`src/rtl/id_ex_stage_pkg.sv`:
```
// Shared widths, ALU opcodes and the ID/EX payload for the operand-fetch stage.
package id_ex_stage_pkg;

    localparam int unsigned DW   = 32;
    localparam int unsigned NREG = 32;
    localparam int unsigned RW   = 5;
    localparam int unsigned OPW  = 4;

    typedef enum logic [OPW-1:0] {
        ALU_ADD  = 4'h0,
        ALU_SUB  = 4'h1,
        ALU_AND  = 4'h2,
        ALU_OR   = 4'h3,
        ALU_XOR  = 4'h4,
        ALU_SLT  = 4'h5,
        ALU_SLL  = 4'h6,
        ALU_SRL  = 4'h7,
        ALU_SRA  = 4'h8,
        ALU_LUI  = 4'h9
    } alu_op_e;

    typedef struct packed {
        logic            valid;
        logic            mem_read;
        logic            mem_write;
        logic            reg_write;
        logic [RW-1:0]   rd;
        logic [OPW-1:0]  aluop;
        logic [DW-1:0]   opa;
        logic [DW-1:0]   opb;
        logic [DW-1:0]   store_data;
    } ex_pl_t;

    // Bubble: no valid instruction, no side effects, zeroed data.
    localparam ex_pl_t EX_BUBBLE = '0;

    function automatic logic [NREG-1:0] onehot_sel(input logic [RW-1:0] idx);
        onehot_sel      = '0;
        onehot_sel[idx] = 1'b1;
    endfunction

endpackage

```
`src/rtl/id_ex_stage_fwd_mux.sv`:
```
// Operand forwarding: r0 -> 0, then EX/MEM (younger), then MEM/WB, else register-file bus.
module id_ex_stage_fwd_mux
    import id_ex_stage_pkg::*;
(
    input  logic [RW-1:0] idx_i,
    input  logic [DW-1:0] bus_i,
    input  logic          exmem_we_i,
    input  logic [RW-1:0] exmem_rd_i,
    input  logic [DW-1:0] exmem_data_i,
    input  logic          memwb_we_i,
    input  logic [RW-1:0] memwb_rd_i,
    input  logic [DW-1:0] memwb_data_i,
    output logic [DW-1:0] fwd_c
);

    always_comb begin
        fwd_c = bus_i;
        if (idx_i == '0) begin
            fwd_c = '0;
        end else if (exmem_we_i && (exmem_rd_i == idx_i)) begin
            fwd_c = exmem_data_i;
        end else if (memwb_we_i && (memwb_rd_i == idx_i)) begin
            fwd_c = memwb_data_i;
        end
    end

endmodule

```
`src/rtl/id_ex_stage.sv`:
```
// ID/EX stage: register-file select decode, forwarding, load-use stall and the EX pipeline register.
module id_ex_stage
    import id_ex_stage_pkg::*;
#(
    parameter int unsigned CNTW = 16
) (
    input  logic               clk,
    input  logic               reset,
    input  logic               in_valid,
    input  logic [RW-1:0]      in_rs,
    input  logic [RW-1:0]      in_rt,
    input  logic [RW-1:0]      in_rd,
    input  logic [DW-1:0]      in_imm,
    input  logic [OPW-1:0]     in_aluop,
    input  logic               in_use_imm,
    input  logic               in_mem_read,
    input  logic               in_mem_write,
    input  logic               in_reg_write,
    output logic [NREG-1:0]    asel,
    output logic [NREG-1:0]    bsel,
    input  logic [DW-1:0]      abus,
    input  logic [DW-1:0]      bbus,
    input  logic               exmem_reg_write,
    input  logic [RW-1:0]      exmem_rd,
    input  logic [DW-1:0]      exmem_data,
    input  logic               memwb_reg_write,
    input  logic [RW-1:0]      memwb_rd,
    input  logic [DW-1:0]      memwb_data,
    input  logic               flush,
    output logic               stall,
    output logic               ex_valid,
    output logic [DW-1:0]      ex_opa,
    output logic [DW-1:0]      ex_opb,
    output logic [DW-1:0]      ex_store_data,
    output logic [RW-1:0]      ex_rd,
    output logic [OPW-1:0]     ex_aluop,
    output logic               ex_mem_read,
    output logic               ex_mem_write,
    output logic               ex_reg_write,
    output logic [CNTW-1:0]    stall_count
);

    ex_pl_t            ex_q, ex_d;
    logic [CNTW-1:0]   cnt_q, cnt_d;
    logic [DW-1:0]     fwd_a, fwd_b;
    logic              hz;

    // Register 0 is hard-wired, so its select is never driven.
    always_comb begin
        asel = '0;
        bsel = '0;
        if (in_valid && (in_rs != '0)) asel = onehot_sel(in_rs);
        if (in_valid && (in_rt != '0)) bsel = onehot_sel(in_rt);
    end

    id_ex_stage_fwd_mux u_fwd_a (
        .idx_i        (in_rs),
        .bus_i        (abus),
        .exmem_we_i   (exmem_reg_write),
        .exmem_rd_i   (exmem_rd),
        .exmem_data_i (exmem_data),
        .memwb_we_i   (memwb_reg_write),
        .memwb_rd_i   (memwb_rd),
        .memwb_data_i (memwb_data),
        .fwd_c        (fwd_a)
    );

    id_ex_stage_fwd_mux u_fwd_b (
        .idx_i        (in_rt),
        .bus_i        (bbus),
        .exmem_we_i   (exmem_reg_write),
        .exmem_rd_i   (exmem_rd),
        .exmem_data_i (exmem_data),
        .memwb_we_i   (memwb_reg_write),
        .memwb_rd_i   (memwb_rd),
        .memwb_data_i (memwb_data),
        .fwd_c        (fwd_b)
    );

    // rt only matters for the hazard when it is actually read as a register.
    always_comb begin
        hz = in_valid && ex_q.valid && ex_q.mem_read && (ex_q.rd != '0) &&
             ((ex_q.rd == in_rs) ||
              ((ex_q.rd == in_rt) && (!in_use_imm || in_mem_write)));
        stall = hz && !flush;
    end

    always_comb begin
        ex_d  = EX_BUBBLE;
        cnt_d = cnt_q;
        if (stall && (cnt_q != '1)) cnt_d = cnt_q + CNTW'(1);
        if (!flush && !hz && in_valid) begin
            ex_d.valid      = 1'b1;
            ex_d.mem_read   = in_mem_read;
            ex_d.mem_write  = in_mem_write;
            ex_d.reg_write  = in_reg_write;
            ex_d.rd         = in_rd;
            ex_d.aluop      = in_aluop;
            ex_d.opa        = fwd_a;
            ex_d.opb        = in_use_imm ? in_imm : fwd_b;
            ex_d.store_data = fwd_b;
        end
    end

    always_ff @(posedge clk) begin
        if (reset) begin
            ex_q  <= EX_BUBBLE;
            cnt_q <= '0;
        end else begin
            ex_q  <= ex_d;
            cnt_q <= cnt_d;
        end
    end

    assign ex_valid      = ex_q.valid;
    assign ex_opa        = ex_q.opa;
    assign ex_opb        = ex_q.opb;
    assign ex_store_data = ex_q.store_data;
    assign ex_rd         = ex_q.rd;
    assign ex_aluop      = ex_q.aluop;
    assign ex_mem_read   = ex_q.mem_read;
    assign ex_mem_write  = ex_q.mem_write;
    assign ex_reg_write  = ex_q.reg_write;
    assign stall_count   = cnt_q;

endmodule

```
`config.mk`:
```
export PLATFORM = sky130hd
export DESIGN_NAME = id_ex_stage
export DESIGN_NICKNAME = d
export VERILOG_FILES = /design/src/rtl/id_ex_stage_pkg.sv /design/src/rtl/id_ex_stage_fwd_mux.sv /design/src/rtl/id_ex_stage.sv
export SDC_FILE = /design/constraint.sdc
export NUM_CORES = 1
export LEC_CHECK = 0
export CAP_MARGIN = 40
export CORE_AREA = 4 4 148 150
export CTS_CLUSTER_DIAMETER = 80
export DETAILED_ROUTE_END_ITERATION = 16
export DIE_AREA = 0 0 152 154
export MAX_ROUTING_LAYER = met4
export PLACE_DENSITY = 0.68
export SLEW_MARGIN = 10
export SYNTH_ARGS = -nofsm -noshare
export SYNTH_HDL_FRONTEND = slang
export SYNTH_SLANG_ARGS = --single-unit
```
`constraint.sdc`:
```
create_clock -name clk -period 4.1 [get_ports clk]
set_clock_uncertainty 0.05 [all_clocks]
set_input_delay 0.82 -clock clk [delete_from_list [all_inputs] [get_ports clk]]
set_output_delay 0.82 -clock clk [all_outputs]
set_load 0.02 [all_outputs]
```
==> metrics.txt <==
largest net degree at the start of global routing 47; IO Count 389; vias in the first global route 6987; Die Ht 154 um; first-pass GRT wire length 41520 um; Startpoint Class primary input; Primary FF master, synth dfxtp_1; Initial Util 0.3035; Core ar. 0.02069 mm2; area grow syn2layout 76.93%; drt pass-1 iters 6; Post-synth EDFFs 0; max-slew violations 0; fillers 1890; RSZ-0062 raised after global routing false; Hold Vio Cnt, Final 0; clk sinks 125; buffers added on ports 386; Worst EP required 3.23 ns; commonest non-fill, non-tap cell in the layout clkdlybuf4s50_1; register area 0.002502 mm2; Longest Clk Path Bufs 2; layout cell share with drive strength beyond 1 0.1179; drt total wl 27450 um; Worst Path Class, Setup primary input to output port; GRT Util Overall 0.2337; clock-pin slew on the worst setup and hold paths approximately 0.06 ns; # DRC 0; Synth Area in Compound Gates 0.1456; P_leak 0.004079 uW; Congestion Overflow GR 0; Final Cycle Share 0.9200; synth unique cells 46; setup slack, reg-to-reg 1.71 ns; xor-xnor portion of the synthesized cell area 0.04463; DP HPWL 20850 um; synthesized cell area 0.006280 mm2; Max Cap Viol 0; CTS H-tree lvls 4; CTS tree built; Die W 152 um; Mapped Cells 679; worst-path maximum fanout 11; Nets 1248; most frequent cells in the layout clkdlybuf4s50_1, nor2_1, dfxtp_1; Worst-Margin Slew 0.8525 ns; num rows 53; Slew Limit Headroom 0.4316; Hold-fix buffers, CTS 0; initial drt markers 532; placer congestion estimate roughly 0.87; Synth top area share 0.3985; Num CTS Buffers 17; fin crit period 3.772 ns; post-cts sizing count 0; sequential area share after synthesis 0.3985; post-synthesis mux area share 0.1628; antenna viol nets, final 0; run status completed; Post-synth ARST share 0; largest family of logic cells by synthesized area simple AND/OR/NAND/NOR gates; Avg Inst Size Synth ~9 um2; worst vdd ir 0.2228 mV; fmax about 0.27 GHz; largest cells by area after synthesis dfxtp_1, mux2i_1, nor2_1; Post CTS Setup Buffer Count 0; n_diodes 0; antenna violations before repair 0; Power Total 3535 uW; Worst setup EP type output port; Skew-Pair Late Insertion Delay 0.41 ns; wire per inst 20.56 um; Post-Synth Adder-Cell Area 0.001992; vias per inst 5.010; Multi-input gate area 0.003518 mm2; HP Class register to register; Ys Warns 0; WP data arrival 2.90 ns; Setup-failing EPs final 0; Hold WS ~0.45 ns; DR vias roughly 6700; setup TNS 0 ns; Synth Area in Simple Gates 0.1978; DIE AREA about 0.023 mm2; area leader, netlist dfxtp_1; flops & latches, synth around 130; root buffer cell clkbuf_16; PD cells 318.2 mW/mm2
[flip-flops by register name, indices dropped and copies added (netlist names)]
register and flops:
ex_mem_read 1, ex_valid 1, stall_count 16, ex_rd 5
ex_store_data 32, ex_reg_write 1, ex_opb 32, ex_opa 32
ex_mem_write 1, ex_aluop 4
[power breakdown]
part	total [uW]	internal (uW)	switching, uW
clock	1680	1090	592
sequential	1260	1250	10.4
combinational	596	328	268
[through the flow]
stage            util  setup slack, ns  instances  area, um2
3_5_place_dp   0.5053           0.3263       1304      10460
2_1_floorplan       -            1.261        680       6284
5_1_grt        0.5370           0.1562       1335      11110
3_3_place_gp   0.5046           0.3458       1303      10440
6_report       0.5370           0.3279       1335      11110
4_1_cts        0.5370           0.3142       1335      11110
[critical path: stages]
cell             delay [ns]
clkdlybuf4s50_1        0.72
xnor2_1                0.16
nand4_1                0.13
o22ai_2                0.27
nand2_1                0.11
inv_1                  0.06
clkdlybuf4s50_1        0.61
[cell type report]
cell class,count,share of cell area
clock buffer,17,0.03829
inverter,4,0.001464
timing repair buffer,407,0.3667
sequential,125,0.2252
clock inverter,14,0.02072
tap,275,0.03097
multi-input combinational,493,0.3167
[worst paths after layout]
path | startpoint | endpoint | cells past startpoint
min | stall_count[5] | stall_count[5] | 2
max | in_rt[2] | stall | 7
min reg2reg | stall_count[5] | stall_count[5] | 2
max reg2reg | ex_rd[0] | stall_count[5] | 6
[logic make-up (layout without fill, tap and decap cells)]
| family | after synthesis | count (layout) |
|---|---|---|
| AOI/OAI and AO/OA | 95 | 95 |
| xor gates and xnor gates | 32 | 32 |
| adders and majority gates | 1 | 1 |
| buffers and inverters | 62 | 442 |
| DFF | 125 | 125 |
| muxes | 98 | 98 |
| other | 1 | 2 |
| and+or+nand+nor | 265 | 265 |
[Yosys cell counts (2+ instances only)]
cell type	count
buf_2	24
nand2_1	15
mux2_1	8
nand4_1	7
buf_6	3
a222oi_1	32
clkbuf_1	26
inv_1	3
nand2b_1	6
xnor2_1	14
or3_1	9
and2_1	13
mux2_2	25
a211oi_1	2
and4_1	3
nor3_2	2
nor3_1	6
and3_1	2
or2_2	2
o31ai_1	5
nor4_1	3
or3b_2	3
nor2b_1	5
buf_4	4
xor2_1	18
nand3b_1	5
nor2_1	160
mux2i_1	65
a211oi_2	30
a21oi_1	12
nand3_1	15
o21ai_0	9
or4_1	6
dfxtp_1	125
[metal layers]
metal  track usage  up-vias  part of all wire
li1              -     3171                 -
met1        0.2721     3150              0.41
met2        0.3925      330              0.50
met3       0.06192       38             0.068
met4       0.07877        0             0.025
met5             -        -                 0
Note: power is estimated with default switching activity, not from simulation.
